===== src/rtl/bin_to_bcd_converter_pkg.sv =====
// bin_to_bcd_converter_pkg: shared state type and constants for the double-dabble converter
package bin_to_bcd_converter_pkg;
    localparam int IN_WIDTH_DEF = 16;
    localparam int DIGITS_DEF = 4;
    localparam int BCD_WIDTH = 4 * DIGITS_DEF;
    localparam int MAX_DEC = 10 ** DIGITS_DEF - 1;
    localparam int CNT_WIDTH = $clog2(IN_WIDTH_DEF + 1);
    localparam logic [3:0] ERR_NIBBLE = 4'hE;
    typedef enum logic {IDLE, SHIFT} state_e;
endpackage


===== src/rtl/bin_to_bcd_converter_bcd_digit_adjust.sv =====
// bcd_digit_adjust: add 3 to a BCD digit of 5 or more before the next shift
module bcd_digit_adjust (
    input  logic [3:0] d_i,
    output logic [3:0] q_o
);
    assign q_o = (d_i >= 4'd5) ? d_i + 4'd3 : d_i;
endmodule


===== src/rtl/bin_to_bcd_converter.sv =====
// bin_to_bcd_converter: sequential double-dabble, one shift per clock, output held between conversions
module bin_to_bcd_converter
    import bin_to_bcd_converter_pkg::*;
#(
    parameter int IN_WIDTH = IN_WIDTH_DEF,
    parameter int DIGITS = DIGITS_DEF
) (
    input  logic                  clk,
    input  logic                  reset,
    input  logic [IN_WIDTH-1:0]   bin,
    input  logic                  start,
    output logic                  busy,
    output logic                  done,
    output logic                  overflow,
    output logic [4*DIGITS-1:0]   bcd
);
    localparam int BW = 4 * DIGITS;
    localparam int CW = $clog2(IN_WIDTH + 1);
    localparam logic [63:0] MAXV = 64'(10 ** DIGITS - 1);
    state_e state_q, state_d;
    logic [IN_WIDTH-1:0] sh_q, sh_d;
    logic [BW-1:0] scr_q, scr_d, adj;
    logic [CW-1:0] cnt_q, cnt_d;
    logic pend_q, pend_d, done_q, done_d, ovf_q, ovf_d;
    logic [BW-1:0] bcd_q, bcd_d;
    for (genvar g = 0; g < DIGITS; g++) begin : g_adj
        bcd_digit_adjust u_adj (.d_i(scr_q[4*g +: 4]), .q_o(adj[4*g +: 4]));
    end
    always_comb begin
        state_d = state_q;
        sh_d = sh_q;
        scr_d = scr_q;
        cnt_d = cnt_q;
        pend_d = pend_q;
        done_d = 1'b0;
        ovf_d = ovf_q;
        bcd_d = bcd_q;
        if (state_q == IDLE) begin
            if (start) begin
                state_d = SHIFT;
                sh_d = bin;
                scr_d = '0;
                cnt_d = CW'(IN_WIDTH);
                pend_d = 64'(bin) > MAXV;
            end
        end else begin
            scr_d = {adj[BW-2:0], sh_q[IN_WIDTH-1]};
            sh_d = sh_q << 1;
            cnt_d = cnt_q - CW'(1);
            if (cnt_q == CW'(1)) begin
                state_d = IDLE;
                done_d = 1'b1;
                ovf_d = pend_q;
                bcd_d = pend_q ? {DIGITS{ERR_NIBBLE}} : scr_d;
            end
        end
    end
    always_ff @(posedge clk) begin
        if (reset) begin
            state_q <= IDLE;
            sh_q <= '0;
            scr_q <= '0;
            cnt_q <= '0;
            pend_q <= 1'b0;
            done_q <= 1'b0;
            ovf_q <= 1'b0;
            bcd_q <= '0;
        end else begin
            state_q <= state_d;
            sh_q <= sh_d;
            scr_q <= scr_d;
            cnt_q <= cnt_d;
            pend_q <= pend_d;
            done_q <= done_d;
            ovf_q <= ovf_d;
            bcd_q <= bcd_d;
        end
    end
    assign busy = (state_q == SHIFT);
    assign done = done_q;
    assign overflow = ovf_q;
    assign bcd = bcd_q;
endmodule


===== config.mk =====
export PLATFORM = sky130hd
export DESIGN_NAME = bin_to_bcd_converter
export DESIGN_NICKNAME = d
export VERILOG_FILES = /design/src/rtl/bin_to_bcd_converter_pkg.sv /design/src/rtl/bin_to_bcd_converter_bcd_digit_adjust.sv /design/src/rtl/bin_to_bcd_converter.sv
export SDC_FILE = /design/constraint.sdc
export NUM_CORES = 1
export LEC_CHECK = 0
export CAP_MARGIN = 30
export CORE_MARGIN = 3
export CORE_UTILIZATION = 50
export CTS_BUF_LIST = sky130_fd_sc_hd__clkbuf_2
export DETAILED_ROUTE_END_ITERATION = 12
export DONT_BUFFER_PORTS = 1
export HOLD_SLACK_MARGIN = 0.08
export PLACE_DENSITY = 0.74
export RECOVER_POWER = 25
export SLEW_MARGIN = 10
export SYNTH_ARGS = -nofsm -noshare
export SYNTH_HDL_FRONTEND = slang
export SYNTH_SLANG_ARGS = --single-unit

===== constraint.sdc =====
create_clock -name clk -period 1.75 [get_ports clk]
set_input_delay 0.35 -clock clk [delete_from_list [all_inputs] [get_ports clk]]
set_output_delay 0.35 -clock clk [all_outputs]
set_load 0.03 [all_outputs]

# Word level (Yosys, flattened, before mapping)
# Cells that the tools add are included.
# word_totals
out_inout_bits	19
input_bits	19
word_cells	41
regBits	57
# op_classes
n_mux	15
n_eq_ne	1
bitwise_logic	1
add_sub_neg	5
reduce_logical	5
magnitude_cmp	5
# op_table
operator	n
$mux 16	5
$ge 4x3->1 const B	4
$gt 16x14->1 const B	1
$add 4x2->4 const B	3
$mux 4	3
$mux 5	2
$eq 5x1->1 const B	1
$sub 5x1->5 const B	1
$mux 1	4
$reduce_and 2->1	2
$reduce_or 2->1	2
$add 3x2->3 const B	1
$mux 3	1
$reduce_bool 2->1	1
$not 1->1	1

# Logic depth before layout (Yosys ltp)
# Gate-level depths: netlist of the first run.
# logic_depth
ltp_word	3
depth_mapped	7
depth_no_buf	6

# Modules after synthesis
# From an unflattened synthesis of the first run, not the netlist that was laid out.
# hier_totals
cells_unflattened	319
area_unflattened_um2	2737.6
# modules_own_cells
module	seq_area_each_um2	area_per_inst_um2	cells_each	n_inst
bin_to_bcd_converter	1141.1	2332.2	255	1
bcd_digit_adjust	0.0	101.3	16	4

# Least setup slack after synthesis of the first run
# No wires, ideal clock.
# synth_timing
path_kind	register to register
from	register scr_q[9]
to	register bcd_q[10] (netlist: bcd[10])
setup_time_ns	0.086
stages_incl_launch_ff	7
arrival_ns	1.434
path_buffers	0
required_ns	1.664
synth_period_minus_slack_ns	1.520
path_slack_ns	0.230
cell_sequence	dfxtp_1 -> inv_1 -> ha_1 -> nand2b_1 -> a21oi_1 -> mux2_2 -> a211oi_1
# synth_via
elab_chain_cells	3
elab_cells_between_ends	4
cone_classes	add/sub: 1; order compare: 1; mux: 2
# synth_lines
element	line	text
start, declared	bin_to_bcd_converter.sv:22	logic [BW-1:0] scr_q, scr_d, adj;
start signal, assigned	bin_to_bcd_converter.sv:71	scr_q <= scr_d;
$add 4x2->4 or $ge 4x3->1 (tied branches)	bin_to_bcd_converter_bcd_digit_adjust.sv:6	assign q_o = (d_i >= 4'd5) ? d_i + 4'd3 : d_i;
$mux 4 *	bin_to_bcd_converter_bcd_digit_adjust.sv:6	
$mux 16 *	bin_to_bcd_converter.sv:54	bcd_d = pend_q ? {DIGITS{ERR_NIBBLE}} : scr_d;
end signal, assigned	bin_to_bcd_converter.sv:67	bcd_q <= '0;
end signal, assigned	bin_to_bcd_converter.sv:76	bcd_q <= bcd_d;
end, declared	bin_to_bcd_converter.sv:25	logic [BW-1:0] bcd_q, bcd_d;
# Mark *: on every way between the ends. The rest lies on a longest branch, timed or not.
# A chain may end at the register's enable or synchronous reset.

# Worst setup path after layout of the first run
# layout_timing
from	register scr_q[12]
to	register bcd_q[14] (netlist: bcd[14])
# layout_via
elab_chain_cells	3
elab_cells_between_ends	4
cone_classes	add/sub: 1; order compare: 1; mux: 2
# layout_lines
element	line
$ge 4x3->1 or $add 3x2->3 (tied branches)	bin_to_bcd_converter_bcd_digit_adjust.sv:6
$mux 3 *	bin_to_bcd_converter_bcd_digit_adjust.sv:6
$mux 16 *	bin_to_bcd_converter.sv:54
# Marks and branches as above.

==> impl_metrics.json, run 1 <==
{
  "viasPerCell": 5.37,
  "die_y_um": 78.5,
  "grt_pass1_wl_um": 9050,
  "cts.sinks": 57,
  "clock_power_share_pct": 27.3,
  "nFillCells": 441,
  "seq_area_frac_synth_pct": 43.4,
  "antenna_found_initial": 0,
  "yosysMostFrequentCell": "dfxtp_1",
  "worstMarginPinSlew_ns": 0.834,
  "yosysTopAreaCellShare_pct": 43.4,
  "routed-wl-met3_um": 297,
  "yosysWarnings": 0,
  "cts-root-buf": "clkbuf_2",
  "max-vdd-ir-drop_mv": 0.484,
  "synth.cells.most_frequent": "dfxtp_1 (57), nor2_1 (56), a21oi_1 (32)",
  "regArea_um2": 1140,
  "nets": 335,
  "async_reset_ff_share_pct": 0,
  "fin_crit_ns": 1.62,
  "antenna_cells": 0,
  "p_leak_nw": 1.02,
  "intPower_w": 0.00161,
  "cts_setup_buffers": 0,
  "drtIter0Drc": 73,
  "crit_type": "reg -> reg",
  "post-route-util_pct": 57.0,
  "clockBufferDepth": 2,
  "die-area_um2": 6170,
  "globalplace.congestion": 0.809,
  "clock_latency_ns": 0.48,
  "combPwrFrac_pct": 10.6,
  "critical_path.startpoint_type": "flop",
  "io_pins": 38,
  "rows": 25,
  "synthesis.area_um2": 2630,
  "htree_num_levels": 3,
  "io_buffers": 0,
  "drv_slew": 0,
  "area_growth_syn_to_layout_pct": 6.52,
  "period_share_pct": 92.5,
  "grt_usage_pct": 18.8,
  "status": "finished clean",
  "ys.flop_type": "dfxtp_1",
  "pwr_density_cell_nw_per_um2": 808,
  "synth_largest_area_cell": "dfxtp_1",
  "required_ns": 2.16,
  "place_hpwl_um": 3550,
  "cts_tree": "yes",
  "holdWs_ns": 0.130,
  "crit_path_end_kind": "flop",
  "clk_pin_slew_ns": 0.15,
  "avgSynthCellArea_um2": 8.68,
  "ant_nets": 0,
  "drv_cap": 0,
  "wl_met2_um": 2430,
  "pwr-share-seq_pct": 62.1,
  "via_count": 2024,
  "multi_input_area_um2": 1330,
  "syn-instance-count": 303,
  "ys_top_cells_by_area": "dfxtp_1 (43%), nor2_1 (8.0%), mux2i_1 (6.5%)",
  "cts_buffers": 9,
  "pre_cts_ws_ns": 0.108,
  "core_area_um2": 4910,
  "slew_headroom_pct": 44.4,
  "swShare_pct": 28.8,
  "crit_arrival_ns": 2.03,
  "drcViolationCount": 0,
  "finalSetupViolCount": 0,
  "p_switching_w": 0.000652,
  "max_freq_ghz": 0.618,
  "setup_tns_ns": 0,
  "wl_per_cell_um": 14.0,
  "initial_utilization_pct": 53.6,
  "mappedNetlistNets": 332,
  "worstPathMaxFanout": 3,
  "grt_max_degree": 47,
  "min_path_type": "in -> reg",
  "highest_layer": "met4",
  "chipWidth_um": 78.5,
  "fin_total_pwr_w": 0.00226,
  "wl_met1_um": 2460,
  "clock_skew_ns": 0.0201,
  "synth_edf_count": 0,
  "layout-drive-gt1-share_pct": 9.03,
  "synth_cell_types": 37,
  "grt_pass1_vias": 1965,
  "synth_seq_cells": 57,
  "dr.pass1.iters": 4,
  "grt_overflow": 0,
  "hold_violations": 0,
  "fin_ws_ns": 0.131,
  "wl_um": 5270
}
## power by group through the flow
stage	sequential, W	combinational (W)	clock (W)
finish	0.00140	0.000240	0.000618
global route	0.00141	0.000272	0.000702
CTS	0.00140	0.000242	0.000647
detailed placement	0.00143	0.000200	0
global placement	0.00143	0.000195	0
floorplan	0.00142	0.000205	0
## cell usage in the layout (no fill, tap or decap), types with 2 or more instances in the layout
cell type | Yosys | layout
nor2_1 | 56 | 55
a21oi_1 | 32 | 29
xnor2_1 | 4 | 4
buf_4 | 1 | 3
nor2_2 | 1 | 2
nand3b_1 | 4 | 4
o32ai_1 | 11 | 11
clkbuf_1 | 7 | 2
nor3_1 | 11 | 11
dfxtp_1 | 57 | 56
clkinv_2 | 0 | 3
nand2b_1 | 12 | 12
nand2_1 | 7 | 7
ha_1 | 10 | 10
mux2_2 | 4 | 4
a21oi_2 | 0 | 3
a211oi_1 | 8 | 8
dlygate4sd3_1 | 0 | 7
a311oi_1 | 2 | 2
nor3b_1 | 7 | 7
mux2i_1 | 17 | 17
inv_1 | 15 | 15
clkinv_1 | 0 | 3
o21ai_0 | 11 | 11
clkbuf_2 | 0 | 9
## routing by layer
metal / up-vias / GRT usage, %
li1: 1056 / -
met1: 920 / 22.8
met2: 38 / 29.3
met3: 10 / 8.49
met4: 0 / 6.64
met5: - / 0
## kinds of logic (layout without fill, tap and decap cells)
family | count (synthesis) | in the layout | synth area share [%]
simple gates | 107 | 107 | 19.7
fa+ha+maj | 10 | 10 | 4.76
flops | 57 | 57 | 43.4
buf+inv | 36 | 43 | 6.66
mux | 21 | 21 | 8.18
xor+xnor | 4 | 4 | 1.33
compound gates | 68 | 68 | 15.9
## repair_timing
action | 4_1_cts | 5_1_grt
endpoints found under the setup margin | 0 | 7
hold buffers | 8 | 0
hold endpoints to repair | 57 | 0
resized for setup | 0 | 4
## layout make-up
| type | count | share of cell area (%) |
|---|---|---|
| clock buffer | 9 | 1.61 |
| sequential | 57 | 40.8 |
| clock inverter | 6 | 0.938 |
| inverter | 15 | 2.01 |
| multi-input combinational | 210 | 47.4 |
| timing repair buffer | 13 | 4.29 |
| tap | 67 | 2.99 |
## worst max-delay path: stages (launching register included)
cell	delay, ns
dfxtp_1	0.34
inv_1	0.11
ha_1	0.19
nand2b_1	0.06
a21oi_1	0.24
mux2_2	0.39
a211oi_1	0.22
## final timing paths
kind              cells after the start  slack [ns]       to  startpoint
setup / recovery                      6        0.13  bcd[14]   scr_q[12]
hold / removal                        2        0.13   pend_q       start
setup reg to reg                      6        0.13  bcd[14]   scr_q[12]
hold reg to reg                       2        0.49  sh_q[1]     sh_q[0]
## sequential cells by signal, indices dropped and copies added, names as in the netlist
name,count
overflow,1
done,1
sh_q,16
pend_q,1
busy,1
cnt_q,5
scr_q,16
bcd,16
## stage by stage
stage	instances	area [um2]
final	377	2800
after floorplan	303	2630
after global placement	354	2630
after detailed placement	354	2630
after CTS	377	2800
after global routing	377	2800
Power figures use the tool's default switching activity.
==> run 2, diff against run 1 <==
Settings changed: GPL_TIMING_DRIVEN from default to 0, MAX_ROUTING_LAYER from default to met4, SLEW_MARGIN 10 to 20.
==> run 2 against run 1 <==
  * Wire length rose by 14%
  * Critical endpoint is now bcd[10]
  * Clock-buffer cell count rose by 2
  * Highest routed layer unchanged
  * Register-to-register slack got worse by 0.03 ns
  * Power rose by 3.0%
==> impl_metrics.json, run 2 (same netlist as run 1, synthesis figures left out) <==
{
  "cts.sinks": 57,
  "final_cell_mix": "dfxtp_1 (56), nor2_1 (55), a21oi_1 (28), mux2i_1 (17), inv_1 (15)",
  "cp_slowest_cell": "dfxtp_1",
  "pwr_density_cell_nw_per_um2": 813,
  "via_count": 2199,
  "grt_max_degree": 11,
  "grt_overflow": 0,
  "p_leak_nw": 1.06,
  "fin_total_pwr_w": 0.00233,
  "drv_slew": 0,
  "htree_num_levels": 3,
  "crit_arrival_ns": 2.06,
  "cts_tree": "yes",
  "slew_headroom_pct": 62.7,
  "status": "finished clean",
  "period_share_pct": 94.4,
  "antenna_cells": 0,
  "cts-root-buf": "clkbuf_2",
  "cp_num_buf_inv": 1,
  "clock_skew_ns": 0.0191,
  "required_ns": 2.16,
  "post-route-util_pct": 58.3,
  "globalplace.congestion": 0.857,
  "crit_chain": "inv_1 -> ha_1 -> nand2b_1 -> a21oi_2 -> mux2_2 -> a211oi_1",
  "min_path_type": "in -> reg",
  "viasPerCell": 5.62,
  "drtIter0Drc": 132,
  "cts_setup_buffers": 0,
  "critPathLaunch": "scr_q[9]",
  "crit_path_end_kind": "flop",
  "nFillCells": 460,
  "path_depth": 6,
  "drcViolationCount": 0,
  "endpoint": "bcd[10]",
  "layout_commonest_cell": "dfxtp_1",
  "clock_latency_ns": 0.49,
  "rr_startpoint": "scr_q[9]",
  "regArea_um2": 1140,
  "grt_pass1_vias": 2172,
  "cts_buffers": 9,
  "clockBufferDepth": 2,
  "layout-drive-gt1-share_pct": 12.7,
  "wl_um": 5980,
  "crit_family": "compound AO/OA/AOI/OAI gates",
  "worstPathMaxFanout": 4,
  "rsz0062_at_grt": "no",
  "dr.pass1.iters": 4,
  "finalSetupViolCount": 0,
  "rr_worst_depth": 6,
  "die-area_um2": 6170,
  "multi_input_area_um2": 1340,
  "area_growth_syn_to_layout_pct": 8.94,
  "die_y_um": 78.5,
  "r2r_end": "bcd[10]",
  "grt_usage_pct": 21.9,
  "setup_tns_ns": 0,
  "rrSetupSlack_ns": 0.1,
  "max_stage_delay_ns": 0.38,
  "grt_pass1_wl_um": 10200,
  "critical_path.startpoint_type": "flop",
  "antenna_found_initial": 0,
  "ant_nets": 0,
  "hold_violations": 0,
  "drv_cap": 0,
  "chipWidth_um": 78.5,
  "clk_pin_slew_ns": 0.16,
  "nets": 348,
  "place_hpwl_um": 4260,
  "io_pins": 38,
  "max_freq_ghz": 0.605,
  "initial_utilization_pct": 53.6,
  "worstMarginPinSlew_ns": 0.560,
  "fin_crit_ns": 1.65,
  "max-vdd-ir-drop_mv": 0.409,
  "io_buffers": 0,
  "holdWs_ns": 0.114,
  "wl_per_cell_um": 15.3,
  "crit_type": "reg -> reg",
  "rows": 25,
  "core_area_um2": 4910
}
## run 2: tightest hold or removal path, stage by stage
cell and delay, ns:
mux2i_1 0.04, nor2_1 0.08, a21oi_1 0.04, nor2_1 0.07
## run 2: layout make-up
| type | instances | share of cell area [%] |
|---|---|---|
| multi-input cells | 210 | 46.6 |
| flip-flops and latches | 57 | 39.9 |
| plain buffers | 21 | 4.15 |
| well taps | 67 | 2.93 |
| inverters | 15 | 1.97 |
| clock buffers | 11 | 1.92 |
| repair buffers | 5 | 1.75 |
| clock inverters | 5 | 0.786 |
## run 2: where the power goes
group | switching (W) | internal [W] | leakage, nW
Clock | 0.000476 | 0.000183 | 0.0606
Combinational | 0.000161 | 0.000110 | 0.539
Sequential | 0.0000538 | 0.00135 | 0.464
## run 2: worst min path at each step
| stage | slack [ns] | end | cells after the start | from |
|---|---|---|---|---|
| 2_1_floorplan | 0.45 | sh_q[10] | 2 | sh_q[9] |
| 3_3_place_gp | 0.47 | sh_q[13] | 2 | sh_q[12] |
| 3_5_place_dp | 0.47 | sh_q[9] | 2 | sh_q[8] |
| 4_1_cts | 0.09 | pend_q | 2 | bin[12] |
| 5_1_grt | 0.11 | pend_q | 2 | bin[12] |
| 6_report | 0.11 | sh_q[15] | 4 | bin[15] |
## run 2: repair_timing
action / in CTS / in global routing
endpoints found under the setup margin: 8 / 14
hold endpoints to repair: 4 / 0
hold buffers: 5 / 0
gates resized for setup: 2 / 6
pin swaps: 0 / 1
## run 2: through the flow
step / instances / setup WS (ns) / cell area, um2
2_1_floorplan: 303 / 0.230 / 2630
3_3_place_gp: 370 / 0.0491 / 2710
3_5_place_dp: 370 / -0.0000505 / 2710
4_1_cts: 391 / 0.0571 / 2850
5_1_grt: 391 / 0.00392 / 2870
6_report: 391 / 0.0979 / 2870
## run 2: per-layer routing
| metal | GRT usage [%] | part of all wire [%] |
|---|---|---|
| met1 | 26.5 | 45 |
| met2 | 33.4 | 47 |
| met3 | 8.14 | 5.3 |
| met4 | 7.69 | 2.4 |
| met5 | - | 0 |
==> run 3, diff against run 2 <==
Settings changed: ABC_AREA from default to 1, CORE_ASPECT_RATIO from default to 0.8.
==> run 3 against run 2 <==
  * Clock skew about the same
  * Utilization increased by 2.0 points
  * Wire length grew 14%
  * Highest routed layer unchanged
  * First-iteration DRC count increased by 28%
  * Non-clock buffer count grew 5
==> impl_metrics.json, run 3 <==
{
  "path_depth": 6,
  "io_pins": 38,
  "seq_area_frac_synth_pct": 42.2,
  "p_switching_w": 0.000729,
  "ys.flop_type": "dfxtp_1",
  "finalSetupViolCount": 0,
  "cts.sinks": 57,
  "yosysWarnings": 0,
  "pwr_density_cell_nw_per_um2": 903,
  "grt.busiest_layer": "met2",
  "crit_chain": "buf_4 -> nor2_1 -> inv_2 -> o21ai_0 -> o21ai_1 -> inv_1",
  "grt_overflow": 0,
  "drcViolationCount": 0,
  "place_hpwl_um": 4430,
  "intPower_w": 0.00206,
  "area_growth_syn_to_layout_pct": 14.2,
  "critPathLaunch": "busy",
  "final_cell_mix": "nand2_1 (115), dfxtp_1 (56), inv_1 (42), a21oi_1 (31), nor2_1 (28)",
  "avgSynthCellArea_um2": 7.06,
  "syn-instance-count": 383,
  "io_buffers": 0,
  "dr.pass1.iters": 5,
  "rr_startpoint": "busy",
  "synth_seq_cells": 57,
  "antenna_cells": 0,
  "yosysMostFrequentCell": "nand2_1",
  "clockBufferDepth": 2,
  "cp_num_buf_inv": 3,
  "slew_headroom_pct": 62.8,
  "layout_commonest_cell": "nand2_1",
  "fin_cells": 477,
  "viasPerCell": 5.31,
  "die_y_um": 71.8,
  "grt_max_degree": 11,
  "swShare_pct": 26.1,
  "synth.cells.most_frequent": "nand2_1 (115), dfxtp_1 (57), inv_1 (42)",
  "chipWidth_um": 88.2,
  "clock_latency_ns": 0.51,
  "core_area_um2": 5120,
  "crit_path_end_kind": "flop",
  "die-area_um2": 6330,
  "drtIter0Drc": 169,
  "rrSetupSlack_ns": 0.17,
  "globalRouteMet3Util_pct": 7.47,
  "nFillCells": 472,
  "wl_per_cell_um": 14.2,
  "min_path_type": "in -> reg",
  "cp_slowest_cell": "dfxtp_2",
  "grt_pass1_wl_um": 11100,
  "synth_edf_count": 0,
  "synth_largest_area_cell": "dfxtp_1",
  "status": "finished clean",
  "grt_pass1_vias": 2298,
  "synth_cell_types": 25,
  "synthesis.area_um2": 2710,
  "dp.cells": 445,
  "period_share_pct": 90.2,
  "cts_buffers": 9,
  "crit_arrival_ns": 2.04,
  "cts_tree": "yes",
  "max-vdd-ir-drop_mv": 0.555,
  "combPwrFrac_pct": 9.5,
  "clock_skew_ns": 0.0190,
  "p_leak_nw": 1.44,
  "nets": 439,
  "wl_um": 6790,
  "initial_utilization_pct": 52.8,
  "mappedNetlistNets": 412,
  "required_ns": 2.21,
  "clk_pin_slew_ns": 0.16,
  "critical_path.startpoint_type": "flop",
  "crit_type": "reg -> reg",
  "antenna_found_initial": 0,
  "max_freq_ghz": 0.634,
  "worstMarginPinSlew_ns": 0.557,
  "async_reset_ff_share_pct": 0,
  "drv_slew": 0,
  "hold_violations": 0,
  "globalplace.congestion": 0.853,
  "via_count": 2535,
  "crit_family": "buffers and inverters",
  "max_stage_delay_ns": 0.42,
  "fin_crit_ns": 1.58,
  "grt_usage_pct": 23.5,
  "htree_num_levels": 3,
  "r2r_end": "sh_q[8]",
  "ant_nets": 0,
  "drv_cap": 0,
  "pwr-share-seq_pct": 50.2,
  "post-route-util_pct": 60.3,
  "layout-drive-gt1-share_pct": 9.16,
  "rr_worst_depth": 6,
  "yosysTopAreaCellShare_pct": 42.2,
  "met2_usage_pct": 34.4,
  "clock_power_share_pct": 40.3,
  "ys_top_cells_by_area": "dfxtp_1 (42%), nand2_1 (16%), inv_1 (5.8%)",
  "endpoint": "sh_q[8]",
  "cts_setup_buffers": 0,
  "rsz0062_at_grt": "no",
  "grt_util_met1_pct": 30.8,
  "setup_tns_ns": 0,
  "cts-root-buf": "clkbuf_2",
  "worstPathMaxFanout": 10,
  "rows": 23
}
run 3: cell types whose count changed after synthesis, sizes merged, moves of 7 or more:
cell    previous run  this run
nor2              57        29
a211oi             8         0
nand3              1        23
mux2i             17         0
nand4              1        11
o21ai             11        20
nor3b              7         0
nor3              11         3
nand2              7       116
o32ai             11         0
inv               15        47
nand2b            12         0
a22oi              0         8
run 3: logic make-up (layout without fill, tap and decap cells):
logic type                 count (synthesis)  count (layout)  share of synthesized area [%]
AOI/OAI and AO/OA                         69              69                           14.7
adders and majority gates                 10              10                           4.63
buffers and inverters                     63              95                           9.94
DFF                                       57              57                           42.2
and+or+nand+nor                          184             184                           28.6
run 3: area by class of cell:
class | instances | area, um2 | area share (%)
sequential | 57 | 1140 | 37.0
clock buffer | 10 | 50.0 | 1.62
clock inverter | 6 | 106 | 3.44
tap | 62 | 77.6 | 2.51
timing repair buffer | 16 | 160 | 5.18
multi-input combinational | 263 | 1290 | 41.7
inverter | 48 | 180 | 5.83
buffer | 15 | 86.3 | 2.79
run 3: worst min-delay path: stages:
cell and delay [ns]:
inv_1 0.05, o211ai_1 0.09, nand2_1 0.06, inv_1 0.03
run 3: metrics by stage:
stage	setup slack, ns	total power (W)	cell area, um2	hold WS (ns)
final	0.172	0.00279	3090	0.108
after global routing	0.0886	0.00289	3090	0.0890
after CTS	0.133	0.00280	3090	0.0893
after detailed placement	0.171	0.00166	2780	0.433
after global placement	0.181	0.00165	2780	0.431
after floorplan	0.428	0.00159	2710	0.429
run 3: metal layers:
layer / share of wire (%) / vias up
li1: - / 1296
met1: 45 / 1142
met2: 46 / 85
met3: 7.2 / 12
met4: 1.6 / 0
met5: 0 / -
run 3: worst min-delay path by stage:
stage	from	to	slack, ns	depth (start not counted)
4_1_cts	bin[4]	sh_q[4]	0.09	4
3_5_place_dp	reset	busy	0.43	1
6_report	bin[5]	sh_q[5]	0.11	4
2_1_floorplan	reset	sh_q[0]	0.43	1
5_1_grt	start	sh_q[9]	0.09	5
3_3_place_gp	reset	sh_q[0]	0.43	1
run 3: timing repair:
item / CTS / global route
setup endpoints to repair: 0 / 2
resized for setup: 0 / 1
endpoints found under the hold margin: 21 / 1
hold buffers: 15 / 1
run 3: power groups by stage:
stage                     clock network [W]  logic, W  registers, W
after detailed placement                  0  0.000230       0.00143
after global routing                0.00119  0.000298       0.00141
after floorplan                           0  0.000176       0.00142
after CTS                           0.00114  0.000263       0.00140
after global placement                    0  0.000225       0.00143
final                               0.00112  0.000265       0.00140
